[config.mk]
export PLATFORM = sky130hd
export DESIGN_NAME = statem_decoder
export DESIGN_NICKNAME = d
export VERILOG_FILES = /design/src/rtl/statem_decoder.sv
export SDC_FILE = /design/constraint.sdc
export NUM_CORES = 1
export LEC_CHECK = 0
export ABC_AREA = 1
export CAP_MARGIN = 25
export CORE_AREA = 2 2 50 52
export DETAILED_ROUTE_END_ITERATION = 6
export DIE_AREA = 0 0 52 54
export HOLD_SLACK_MARGIN = 0.03
export PLACE_DENSITY = 0.76
export SYNTH_ARGS = -nofsm -noshare
export SYNTH_HDL_FRONTEND = slang
export SYNTH_SLANG_ARGS = --single-unit
[constraint.sdc]
create_clock -name clk -period 2.1 [get_ports clk]
set_input_delay 0.21 -clock clk [delete_from_list [all_inputs] [get_ports clk]]
set_output_delay 0.21 -clock clk [all_outputs]
set_load 0.01 [all_outputs]
[src/rtl/statem_decoder.sv]
// Input-recovery monitor for the 8-state, 2-input statem FSM: reconstructs the input
// symbol behind each observed state transition and flags ambiguous or illegal steps.
module statem_decoder #(
   parameter int CNT_W = 4
) (
   input  logic             clk,
   input  logic             reset,
   input  logic             en,
   input  logic [2:0]       saida_in,
   output logic [1:0]       a_out,
   output logic [3:0]       cand,
   output logic             valid,
   output logic             ambig,
   output logic             err,
   output logic [CNT_W-1:0] err_cnt
);

   typedef logic [2:0] state_t;

   // Next-state ROM row for one source state, packed as {a=3, a=2, a=1, a=0}.
   function automatic logic [11:0] rom_row(input state_t p);
      logic [11:0] row;
      case (p)
         3'd0:    row = {3'd5, 3'd2, 3'd2, 3'd1};
         3'd1:    row = {3'd6, 3'd3, 3'd3, 3'd2};
         3'd2:    row = {3'd3, 3'd7, 3'd4, 3'd0};
         3'd3:    row = {3'd5, 3'd2, 3'd2, 3'd2};
         3'd4:    row = {3'd3, 3'd7, 3'd3, 3'd0};
         3'd5:    row = {3'd6, 3'd3, 3'd4, 3'd1};
         3'd6:    row = {3'd3, 3'd3, 3'd2, 3'd0};
         default: row = {3'd5, 3'd1, 3'd4, 3'd0};
      endcase
      return row;
   endfunction

   state_t      prev;
   logic [11:0] row;
   logic [3:0]  cand_c;
   logic [1:0]  a_c;
   logic        ambig_c;
   logic        err_c;

   // NOTE: every signal driven here gets a value before any branch, so no latch can be inferred.
   always_comb begin
      cand_c = '0;
      a_c    = 2'd0;
      row    = rom_row(prev);
      for (int k = 0; k < 4; k++) begin
         cand_c[k] = (row[3*k +: 3] == saida_in);
      end
      casez (cand_c)
         4'b???1: a_c = 2'd0;
         4'b??10: a_c = 2'd1;
         4'b?100: a_c = 2'd2;
         4'b1000: a_c = 2'd3;
         default: a_c = 2'd0;
      endcase
      // Clearing the lowest set bit leaves something only when two or more bits are set.
      ambig_c = ((cand_c & (cand_c - 4'd1)) != 4'd0);
      err_c   = (cand_c == 4'd0);
   end

   // NOTE: state is updated with non-blocking assignments so every register samples pre-edge values.
   always_ff @(posedge clk or negedge reset) begin
      if (!reset) begin
         prev    <= 3'd0;
         a_out   <= 2'd0;
         cand    <= 4'd0;
         valid   <= 1'b0;
         ambig   <= 1'b0;
         err     <= 1'b0;
         err_cnt <= '0;
      end else if (en) begin
         // Resynchronise on the observed state even after an illegal step.
         prev  <= saida_in;
         a_out <= a_c;
         cand  <= cand_c;
         valid <= 1'b1;
         ambig <= ambig_c;
         err   <= err_c;
         if (err_c && (err_cnt != {CNT_W{1'b1}})) begin
            err_cnt <= err_cnt + 1'b1;
         end
      end else begin
         valid <= 1'b0;
      end
   end

endmodule

==> reports/results.ini <==
[outcome]
status = finished clean

[clock_tree]
clock_sinks = 16
cts_tree = done
htree_levels = 1
holdBufCountCts = 0
clk_latency_ps = 280
cts-root-buf = clkbuf_4
cts_made_buffers = 3
path_clk_slew_ps = 90
cts_resized = 0
cts_setup_buffers = 0
clk_path_buf_depth = 2

[logic_synthesis]
ys_ff_latch = 16
yosysSeqAreaShare = 0.376
ys_warn_count = 0
syn_area_per_cell_um2 = 7.82
synth_area_um2 = 1060
yosysUniqueCellTypes = 23
synth_cells = 136
syn_nets = 143

[route]
vias = 949
drt_iter0_drc = 24
post-route-drc-count = 0
wl_mm = 2.25
drtPass1Iterations = 4
avgViaCountPerCell = 5.10
ant_nets = 0
wl_per_cell_um = 12.1

[sta]
setup_viol = 0
timing.fmax_ghz = 0.587
fin_crit_sh = 0.811
final_max_slew_viol_count = 0
slew_headroom = 0.509
fin_skew_ps = 1.90
worst_slew_pin_slew_ps = 735
whs_ps = 354
layout_min_cycle_time_ps = 1700
finalHoldViolCount = 0
rsz0062_at_grt = false
tns_ps = 0

[pwr]
pwr-share-clk = 0.154
p_leak_nw = 0.657
p_comb_frac = 0.422
pwr-share-seq = 0.424
p_switching_w = 0.000389
p_int_w = 0.000647
p_sw_frac = 0.376
ir_drop_uv = 632
power_density_nw_per_um2 = 804

[critical_path]
crit_slowest_cell = dfrtp_1
arrival_ps = 1880
crit_buf_inv = 0
crit_family = simple AND/OR/NAND/NOR gates
path_class = reg -> reg
path_cells = nand2_1 -> o21ai_0 -> nand2_1 -> nand3_2 -> nor2_4 -> nor2_8 -> nand3_4 -> nand2_1 -> nand2_1
slowest_delay_ps = 610
start_kind = register
critPathRequiredTime_ps = 2280
cp-end-kind = register
crit_fanout = 9
timing.critical_path.mode_cell = nand2_1

[grt]
antenna_found_initial = 0
grt_pass1_wl_mm = 3.80
grt_usage = 0.184
grt_start_max_net_pins = 17
grt-ovfl-total = 0
grt_pass1_vias = 872

[floorplan]
die-area_um2 = 2810
num_rows = 18
core_um2 = 2320
start_util = 0.458
die_w_um = 52
io-pin-count = 19
die_h_um = 54

[finish]
areaGrowthSynthToFinish_pct = 21.2
final_net_count = 165
diodes = 0
final_layout_size_suffix_gt1_frac = 0.192

[run]
drv_cap = 0

[placed_design]
place.detailed.hpwl_mm = 1.71
place_congestion = 0.891
port_buffers = 18

[hold_path]
hold_class = in -> async

## sequential cells by signal, summed over array words and instances, names as in the netlist
register and cells:
prev 3, cand 4, a_out 2, valid 1
ambig 1, err 1, err_cnt 4
## layer usage
layer | vias up | share of wire | global-route usage
met5 | - | 0 | 0
met4 | 0 | 0.016 | 0.0921
met3 | 4 | 0.034 | 0.0250
met2 | 20 | 0.50 | 0.314
li1 | 474 | - | -
met1 | 451 | 0.45 | 0.227
## cells by family after synthesis
family / count (synthesis) / synth area share
simple gates: 91 / 0.467
buf+inv: 16 / 0.0776
flops: 16 / 0.376
compound gates: 10 / 0.0506
xor+xnor: 2 / 0.0165
fa+ha+maj: 1 / 0.0118
## worst register-to-register path, stage by stage, from the launching register on
cell and delay [ps]:
dfrtp_1 610, nand2_1 190, o21ai_0 180, nand2_1 80, nand3_2 100, nor2_4 60, nor2_8 150, nand3_4 110
nand2_1 70, nand2_1 50
## Yosys cell counts
master	count	share of area
o21ai_1	1	0.0047
inv_2	5	0.018
nand3_4	1	0.016
nand2_4	4	0.042
nand2_1	48	0.17
nand3_2	2	0.019
xnor2_1	1	0.0082
ha_1	1	0.012
xor2_1	1	0.0082
nor2_8	2	0.038
o21ai_2	1	0.0082
inv_8	1	0.011
buf_6	2	0.021
dfrtp_1	16	0.38
clkinv_1	1	0.0035
inv_1	7	0.025
nand3_1	13	0.061
a21oi_1	1	0.0047
o21ai_0	7	0.033
nor2_4	2	0.021
nand2_2	8	0.047
nor2_1	5	0.018
nand4_1	6	0.035
## power groups by stage
stage | combinational [W] | sequential, W | clock [W]
floorplan | 0.000245 | 0.000458 | 0
global placement | 0.000432 | 0.000442 | 0
detailed placement | 0.000440 | 0.000443 | 0
CTS | 0.000443 | 0.000440 | 0.000169
global route | 0.000483 | 0.000448 | 0.000174
finish | 0.000437 | 0.000439 | 0.000160
## path summary, 6_finish.rpt
kind / start / end / slack [ps] / depth (start not counted)
max: prev[0] / err_cnt[2] / 400 / 9
max in group asynchronous: reset / prev[0] / 1290 / 1
min reg2reg: cand[3] / cand[3] / 490 / 2
min in group clk: en / valid / 470 / 1
min: reset / a_out[0] / 350 / 1
max reg2reg: prev[0] / err_cnt[2] / 400 / 9
## cell type report
type | count | area [um2]
Timing Repair Buffer | 19 | 188
Tap cell | 30 | 37.5
Multi-Input combinational cell | 104 | 581
Sequential cell | 16 | 400
Inverter | 14 | 60.1
Fill cell | 230 | 1030
Clock buffer | 3 | 22.5
## layout by cell type, fill, tap and decap left out
cell type | netlist | routed
nor2_8 | 2 | 2
inv_1 | 7 | 7
xor2_1 | 1 | 1
nand2_2 | 8 | 8
o21ai_1 | 1 | 1
o21ai_2 | 1 | 1
nand3_4 | 1 | 1
nand2_1 | 48 | 48
clkdlybuf4s50_1 | 0 | 18
inv_2 | 5 | 5
nand3_1 | 13 | 13
dfrtp_1 | 16 | 16
nor2_4 | 2 | 2
inv_8 | 1 | 1
ha_1 | 1 | 1
xnor2_1 | 1 | 1
nand4_1 | 6 | 6
nor2_1 | 5 | 5
nand2_4 | 4 | 4
nand3_2 | 2 | 2
buf_4 | 0 | 1
clkinv_1 | 1 | 1
clkbuf_4 | 0 | 3
o21ai_0 | 7 | 7
a21oi_1 | 1 | 1
## per-stage QoR
| stage | utilization | area [um2] | setup slack, ps | total power [W] | cells |
|---|---|---|---|---|---|
| after global placement | 0.546 | 1270 | 293 | 0.000874 | 183 |
| final | 0.556 | 1290 | 397 | 0.00104 | 186 |
| after CTS | 0.556 | 1290 | 393 | 0.00105 | 186 |
| after global routing | 0.556 | 1290 | 247 | 0.00110 | 186 |
| after detailed placement | 0.546 | 1270 | 278 | 0.000883 | 183 |
| after floorplan | - | 1060 | 702 | 0.000703 | 136 |
(Power assumes the default switching activity.)
